===== src/rtl/serial_sub.sv =====
// Digit-serial subtractor: operand1 - operand2 computed DIGIT bits per clock,
// LSB digit first, with start/busy/done handshake and borrow/overflow/zero flags.
module serial_sub #(
    parameter int WIDTH = 32,
    parameter int DIGIT = 4
) (
    input  logic             clk,
    input  logic             reset,
    input  logic             start,
    input  logic [WIDTH-1:0] operand1,
    input  logic [WIDTH-1:0] operand2,
    output logic             busy,
    output logic             done,
    output logic [WIDTH-1:0] difference,
    output logic             borrow,
    output logic             overflow,
    output logic             zero
);

    localparam int N  = WIDTH / DIGIT;
    localparam int CW = $clog2(N) + 1;

    generate
        if (DIGIT < 1 || (WIDTH % DIGIT) != 0) begin : g_bad_digit
            $error("serial_sub: WIDTH must be a non-zero multiple of DIGIT");
        end
    endgenerate

    typedef enum logic [1:0] {IDLE, RUN, DONE} state_t;

    state_t           state, state_next;
    logic [CW-1:0]    cnt;
    logic [WIDTH-1:0] a_sh, b_sh, diff_sh;
    logic             bin;
    logic             a_msb, b_msb;
    logic             accept, last;
    logic [DIGIT:0]   dig;
    logic [WIDTH-1:0] diff_full;

    // NOTE: every always_comb output gets a default first so no path can infer a latch.
    always_comb begin
        accept     = start && (state == IDLE || state == DONE);
        last       = (state == RUN) && (cnt == CW'(N - 1));
        state_next = state;
        case (state)
            IDLE:    if (start) state_next = RUN;
            RUN:     if (last) state_next = DONE;
            DONE:    state_next = start ? RUN : IDLE;
            default: state_next = IDLE;
        endcase
    end

    // One digit step; the extra top bit of dig is the digit borrow-out.
    always_comb begin
        dig       = {1'b0, a_sh[DIGIT-1:0]} - {1'b0, b_sh[DIGIT-1:0]} - (DIGIT + 1)'(bin);
        diff_full = (diff_sh >> DIGIT) | (WIDTH'(dig[DIGIT-1:0]) << (WIDTH - DIGIT));
    end

    // NOTE: sequential state uses non-blocking assignments so every flop samples pre-edge values.
    always_ff @(posedge clk) begin
        if (reset) state <= IDLE;
        else       state <= state_next;
    end

    always_ff @(posedge clk) begin
        if (reset) begin
            cnt        <= '0;
            a_sh       <= '0;
            b_sh       <= '0;
            diff_sh    <= '0;
            bin        <= 1'b0;
            a_msb      <= 1'b0;
            b_msb      <= 1'b0;
            busy       <= 1'b0;
            done       <= 1'b0;
            difference <= '0;
            borrow     <= 1'b0;
            overflow   <= 1'b0;
            zero       <= 1'b0;
        end else begin
            busy <= (state_next == RUN);
            done <= (state_next == DONE);
            if (accept) begin
                a_sh  <= operand1;
                b_sh  <= operand2;
                a_msb <= operand1[WIDTH-1];
                b_msb <= operand2[WIDTH-1];
                bin   <= 1'b0;
                cnt   <= '0;
            end else if (state == RUN) begin
                a_sh    <= a_sh >> DIGIT;
                b_sh    <= b_sh >> DIGIT;
                diff_sh <= diff_full;
                bin     <= dig[DIGIT];
                cnt     <= cnt + 1'b1;
                // Results are published only on the final digit and then held.
                if (last) begin
                    difference <= diff_full;
                    borrow     <= dig[DIGIT];
                    overflow   <= (a_msb != b_msb) && (diff_full[WIDTH-1] != a_msb);
                    zero       <= (diff_full == '0);
                end
            end
        end
    end

endmodule


===== config.mk =====
export PLATFORM = sky130hd
export DESIGN_NAME = serial_sub
export DESIGN_NICKNAME = d
export VERILOG_FILES = /design/src/rtl/serial_sub.sv
export SDC_FILE = /design/constraint.sdc
export NUM_CORES = 1
export LEC_CHECK = 0
export CELL_PAD_IN_SITES_DETAIL_PLACEMENT = 1
export CELL_PAD_IN_SITES_GLOBAL_PLACEMENT = 1
export CORE_MARGIN = 5
export CORE_UTILIZATION = 34
export DETAILED_ROUTE_END_ITERATION = 8
export PLACE_DENSITY = 0.82
export SLEW_MARGIN = 20
export SYNTH_ARGS = -nofsm -noshare
export SYNTH_HDL_FRONTEND = slang
export SYNTH_SLANG_ARGS = --single-unit

===== constraint.sdc =====
create_clock -name clk -period 2.3 [get_ports clk]
set_input_delay 0.46 -clock clk [delete_from_list [all_inputs] [get_ports clk]]
set_output_delay 0.46 -clock clk [all_outputs]
set_load 0.005 [all_outputs]

# Word-level counts from Yosys, hierarchy flattened
# Index checks and enable logic that the tools add are counted.
# W data, S select, Z words.
# classes
addsub,3
n_eq_ne,7
muxes,8
bitwise,2
n_reduce_logical,10
# ops
op,count
$mux W32,4
$logic_not A32 Y1,1
$or A28 B32 Y32,1
$pmux W2 S3,1
$sub A4 B4 Y5,1
$sub A5 B1 Y5,1
$add A4 B1 Y4 const B,1
$eq A2 B1 Y1 const B,2
$eq A2 B2 Y1 const B,2
$eq A4 B3 Y1 const B,1
$mux W2,2
$logic_and A1 B1 Y1,3
$reduce_and A3 Y1,1
$logic_not A2 Y1,1
$ne A1 B1 Y1,2
$reduce_and A2 Y1,1
$reduce_bool A2 Y1,1
$reduce_or A2 Y1,1
$logic_or A1 B1 Y1,1
$mux W1,1
$not A1 Y1,1
# totals
ff_bits,142
inputBits,67
output_inout_bits,37

# Depth between registers and ports, before layout
# Gate-level depths: netlist of the first run.
# depth
ltp_word,5
depth_mapped,8
depth_no_buf,8

# Worst setup path before layout of the first run
# OpenSTA, ideal clock, no wires.
# synth_path
path_type,reg2reg
start,register b_sh[0]
end,register overflow
setup_ps,91
arrival_time_ps,2106
required_ps,2209
setup_slack_ps,103
path_stages_with_launch,9
n_path_buf,0
period_less_slack_ps,2197
path_cell_list,dfxtp_1 > inv_1 > fa_1 > inv_1 > ha_1 > o21a_1 > or3_4 > a211o_1 > a311oi_1
# synth_via
elab_chain_cells,5
# synth_lines
element,line,source
"start, declared",33,"logic [WIDTH-1:0] a_sh, b_sh, diff_sh;"
"start signal, assigned",85,b_sh <= operand2;
"start signal, assigned",92,b_sh <= b_sh >> DIGIT;
$sub A4 B4 Y5,55,"dig = {1'b0, a_sh[DIGIT-1:0]} - {1'b0, b_sh[DIGIT-1:0]} - (DIGIT + 1)'(bin);"
$sub A5 B1 Y5,55,
$or A28 B32 Y32,56,diff_full = (diff_sh >> DIGIT) | (WIDTH'(dig[DIGIT-1:0]) << (WIDTH - DIGIT));
$ne A1 B1 Y1,100,overflow <= (a_msb != b_msb) && (diff_full[WIDTH-1] != a_msb);
$logic_and A1 B1 Y1,100,
"end signal, assigned",100,
"end, declared",16,"output logic overflow,"
# Every way passes these cells.
# A chain may end at the register's enable or synchronous reset.

# Worst setup path in the final report of the first run
# layout_path
start,register b_sh[0]
end,register zero
# layout_via
elab_chain_cells,4
# layout_lines
element,line,source
$sub A4 B4 Y5,55,
$sub A5 B1 Y5,55,
$or A28 B32 Y32,56,
$logic_not A32 Y1,101,zero <= (diff_full == '0);
"end signal, assigned",101,
"end, declared",17,output logic zero
# Every way passes these cells.

==> metrics.txt, run 1 <==
Synth Cell Area=5478 µm²; Startpoint Class=flop; TNS Setup=0 ps; syn nets=760; Post-DRT Antenna Nets=0; vias in the first global route=5146; Place WS=-53.42 ps; Die W=136.9 µm; Syn Inst Count=684; Net Switching=1.453 mW; Setup-failing EPs final=0; Sw Share=roughly a quarter; combinational power share=11.5%; syn avg cell area=8.008 µm²; Reg power frac=42.6%; hold slack=451.5 ps; HP Start=difference[6]; Root Buffer=clkbuf_16; DRC=0; sequential share of the synthesized area=50.43%; placed insts=961; Design Area, Final=approximately 7400 µm²; total global-route track usage=17.01%; critical path endpoint category=flop; Synth cell types=33; Placement Cell Area=6745 µm²; Clock Tree Buf Depth=2; final WL=around 15 mm; worst vdd rail ir drop=0.6709 mV; Chip Height=136.9 µm; GRT overflow=0; First DRT Iteration DRCs=300; diode count=0; Setup CP Type=reg2reg; CP required=about 2700 ps; Core Footprint=15830 µm²; final cell count without fillers=995; status=completed; Via Count=4956; Setup WS post-layout=a little over 9 ps; number of nets in the layout=843; TritonCTS buffer count=17; ys async rst share=0%; Worst Path Arrival=2640 ps; clk_skew=roughly 10 ps; FF-to-FF Start=b_sh[0]; Slew HR=approximately three fifths; number of port buffers=103; Placer Congestion=0.7616; share of post-route cells with drive strength above 1=7.574%; EDFF count, synth=0; Ys Warns=0; final worst-path cycle share=99.60%; initial antenna violation count=0; PwrDens=around 820 nW/µm²; synth top area cells=dfxtp_1 (50%), nand2_1 (15%), a311oi_1 (8.2%), a21oi_1 (6.3%), nor2_1 (4.6%); WL/cell=roughly 15 µm; worst r2r path cells=8; worst skew pair latency=around 420 ps; Worst Hold Class=reg2reg; clock power share=a little under half; Main synth FF type=dfxtp_1; vias per cell=4.981; fmax=0.4365 GHz; Crit Path Max Fanout=4; final hold violations=0; Core Rows=46; Sink Count=138; max-slew violations=0; cell taking the most area after synthesis=dfxtp_1; Core Util, Final=46.64%; unrepaired setup endpoints after global routing=yes; Synth top area share=50.43%; first-pass GRT wire length=25.54 mm; Synth Register Bits=between 100 and 150; worst hold stages=2; Area Growth Syn to Fin=34.76%; dpl hpwl=slightly below 10 mm; Hold Path End=difference[6]; CTS tree=done; worst reg2reg setup slack=9 ps; PnR Total Power=around 6.1 mW; clk slew on worst S/H paths=60 ps; total of max-cap violations=0; r2r endpoint=zero; Pint=~4.6 mW; worst slew pin tran=619.4 ps; io pins=104; Tmin final=2291 ps; leakage power=between 2 and 3 nW; Starting Density=34.61%; number of detailed-route iterations in the first pass=4; die area=18750 µm²; largest net degree at the start of global routing=139; H-tree depth=4
==> metal layers <==
layer / part of all wire [%] / up-vias / track usage (%)
li1: - / 2482 / -
met1: 46 / 2371 / 21.74
met2: 48 / 89 / 28.20
met3: 4.4 / 14 / 4.559
met4: 1.3 / 0 / 4.933
met5: 0 / - / 0
==> cell usage in the layout (no fill, tap or decap), types with 8 or more instances in the layout <==
master / n
nand2_1: 225
dfxtp_1: 136
clkdlybuf4s50_1: 102
nor2_1: 67
a21oi_1: 67
a311oi_1: 50
clkbuf_16: 17
buf_4: 12
a22oi_1: 9
inv_1: 8
nor3_1: 8
==> cell usage after synthesis (2+ instances only) <==
master / count
nor2_1: 67
a311oi_1: 51
mux2i_1: 4
xor2_1: 2
a22oi_1: 9
buf_1: 5
xnor2_1: 4
nor2b_1: 3
buf_2: 13
nand2_1: 225
dfxtp_1: 138
a211oi_1: 5
nor3_1: 8
nand4_1: 4
nor4_1: 6
nand3_1: 3
a21oi_1: 69
inv_1: 9
ha_1: 7
nand2b_1: 3
clkbuf_1: 36
fa_1: 2
==> worst max-delay path, cell delays in order (launching register included) <==
cell,delay (ps)
dfxtp_2,330
inv_2,40
fa_1,520
inv_1,50
ha_2,160
o21a_1,200
or3_4,350
a2111o_1,450
a21oi_2,130
==> state kept, by name, indices dropped and copies added, names as in the netlist, 2 cells and up <==
name	cells
a_sh	32
diff_sh	28
cnt	4
difference	32
b_sh	32
state	2
==> worst max-delay path by stage <==
stage / to / start / depth (start not counted) / slack [ps]
4_1_cts: overflow / bin / 8 / 0.8
6_report: zero / b_sh[0] / 8 / 9
3_3_place_gp: overflow / b_sh[0] / 8 / 50
5_1_grt: zero / b_sh[0] / 7 / -150
3_5_place_dp: overflow / b_sh[0] / 8 / -50
2_1_floorplan: overflow / b_sh[0] / 8 / 100
==> cells by family (layout without fill, tap and decap cells) <==
family                   after synthesis  after routing  share of synthesized area (%)
adder cells (fa/ha/maj)                9              9                          2.330
AND/OR/NAND/NOR                      323            323                          23.46
buffers and inverters                 65            160                          4.842
flip-flops                           138            138                          50.43
XOR/XNOR                               6              6                         0.9593
AO/OA/AOI/OAI                        139            139                          17.25
multiplexers                           4              4                         0.7310
==> power by group through the flow <==
stage | clock network, mW | registers [mW] | logic [mW]
floorplan | 0 | 2.61 | 0.405
global placement | 0 | 2.63 | 0.666
detailed placement | 0 | 2.63 | 0.684
CTS | 2.84 | 2.58 | 0.696
global route | 2.96 | 2.60 | 0.775
finish | 2.79 | 2.58 | 0.696
==> layout make-up <==
type / instances / area [µm²]
repair buffers: 120 / 1231
clock inverters: 8 / 117.6
clock buffers: 23 / 478.0
multi-input cells: 481 / 2486
fillers: 1896 / 8446
flip-flops and latches: 138 / 2765
well taps: 216 / 270.3
inverters: 9 / 33.78
==> timing repair <==
action,in CTS,in global routing
gates resized for setup,1,6
endpoints found under the setup margin,2,3
buffers inserted,2,1
pin swaps,6,5
hold buffers,0,0
Note: power is estimated with default switching activity, not from simulation.
==> inputs of run 2 (changes only) <==
--- a/config.mk
+++ b/config.mk
@@ -6,4 +6,5 @@
 export NUM_CORES = 1
 export LEC_CHECK = 0
+export CAP_MARGIN = 30
 export CELL_PAD_IN_SITES_DETAIL_PLACEMENT = 1
 export CELL_PAD_IN_SITES_GLOBAL_PLACEMENT = 1
==> constraint.sdc (replaced) <==
create_clock -name clk -period 2.3 [get_ports clk]
set_input_delay 0.575 -clock clk [delete_from_list [all_inputs] [get_ports clk]]
set_output_delay 0.575 -clock clk [all_outputs]
set_load 0.005 [all_outputs]
==> run 2 against run 1 <==
First-iteration DRC count down 25%. Hold slack about the same. Sequential cell count unchanged. Combinational power about the same. Largest cell class unchanged. Critical path type unchanged.
==> metrics.txt, run 2 (synthesis results as in run 1) <==
Post-DRT Antenna Nets=0; Core Footprint=15830 µm²; worst skew pair latency=between 400 and 500 ps; PnR Total Power=just under 6 mW; multi-input logic area=about 2500 µm²; number of nets in the layout=about 850; most frequent cells in the layout=nand2_1 (225), dfxtp_1 (135), clkdlybuf4s50_1 (102); diode count=0; final worst-path cycle share=between 90 and 100%; Via Count=4976; first-pass GRT wire length=24.76 mm; Worst Hold Class=reg2reg; CP required=2630 ps; largest registers=a_sh (32), b_sh (32), difference (32); register area=2766 µm²; CP cell instances=inv_2 > fa_1 > inv_1 > ha_2 > o21a_1 > or3_4 > a211o_1 > a311oi_1; number of detailed-route iterations in the first pass=4; slowest cell delay on critical path=520 ps; Setup CP Type=reg2reg; Sink Count=138; H-tree depth=4; total global-route track usage=16.75%; First DRT Iteration DRCs=225; PwrDens=around 800 nW/µm²; final hold violations=0; GRT overflow=0; Top Family by Delay on Critical Path=compound AO/OA/AOI/OAI gates; worst slew pin tran=576.9 ps; Core Util, Final=between 40% and 50%; CP max stage cell=fa_1; io pins=104; total of max-cap violations=0; final WL=roughly 15 mm; Placement Cell Area=6818 µm²; number of port buffers=103; critical path endpoint category=flop; leakage power=2.562 nW; Crit Path Max Fanout=4; worst vdd rail ir drop=around 0.54 mV; share of post-route cells with drive strength above 1=around 8%; WL/cell=15.11 µm; CP bufs+invs=2; Worst Path Arrival=2620 ps; largest net degree at the start of global routing=57; Fill cells=around 1900; max-slew violations=0; Die W=roughly 140 µm; TritonCTS buffer count=17; Starting Density=about 35%; vias in the first global route=roughly 5000; Clock Tree Buf Depth=2; Tmin final=around 2300 ps; Slew HR=61.54%; fmax=0.4357 GHz; hold buffer count at CTS=0; hold slack=451.2 ps; vias per cell=4.971; commonest non-fill, non-tap cell in the layout=nand2_1; TNS Setup=0 ps; initial antenna violation count=0; Startpoint Class=flop; status=completed; Design Area, Final=7397 µm²; Setup-failing EPs final=0; DRC=0; Root Buffer=clkbuf_16; clk slew on worst S/H paths=60 ps; die area=roughly 19000 µm²; dpl hpwl=between 10 and 15 mm; clk_skew=4.840 ps; Chip Height=around 140 µm; Placer Congestion=0.7482; Core Rows=46; CTS tree=done; Area Growth Syn to Fin=35.04%; unrepaired setup endpoints after global routing=yes
==> run 2: cell count changes in the layout (fill, tap and decap cells not counted), sizes merged <==
cell,delta
bufinv,-1
buf,+6
clkinvlp,+1
==> run 2: worst register-to-register path, cell delays in order, from the launching register on <==
cell,delay (ps)
dfxtp_2,330
inv_2,40
fa_1,520
inv_1,60
ha_2,160
o21a_1,190
or3_4,410
a211o_1,270
a311oi_1,240
==> run 2: layout make-up <==
cell class / instances / share of cell area, %
clock buffers: 23 / 6.326
repair buffers: 126 / 17.42
multi-input cells: 481 / 33.46
clock inverters: 8 / 1.286
well taps: 216 / 3.654
flip-flops and latches: 138 / 37.40
inverters: 9 / 0.4567
==> run 2: per-layer routing <==
layer / global-route usage, % / part of all wire (%) / up-vias
li1: - / - / 2496
met1: 21.24 / 46 / 2373
met2: 27.79 / 48 / 92
met3: 4.375 / 4.3 / 15
met4: 5.377 / 1.2 / 0
met5: 0 / 0 / -
==> run 2: path summary, 6_finish.rpt <==
check	start	endpoint	slack (ps)	cells past startpoint
setup / recovery	bin	overflow	5	8
hold reg to reg	difference[9]	difference[9]	450	2
hold / removal	difference[9]	difference[9]	450	2
setup reg to reg	bin	overflow	5	8
==> run 2: metrics by stage <==
stage,setup slack (ps),instances
6_report,5.000,1001
5_1_grt,-100.7,1001
4_1_cts,10.55,1000
3_5_place_dp,-26.77,969
3_3_place_gp,50.42,969
2_1_floorplan,102.7,684
==> run 2: report_power, final <==
group,internal [mW],total (mW),switching (mW)
Sequential,2.51,2.58,0.0726
Combinational,0.331,0.697,0.367
Clock,1.64,2.63,0.991
==> run 2: repair_timing <==
item / 4_1_cts / 5_1_grt
gates resized for setup: 2 / 4
setup endpoints to repair: 2 / 3
setup buffers: 0 / 1
pin swaps: 2 / 8
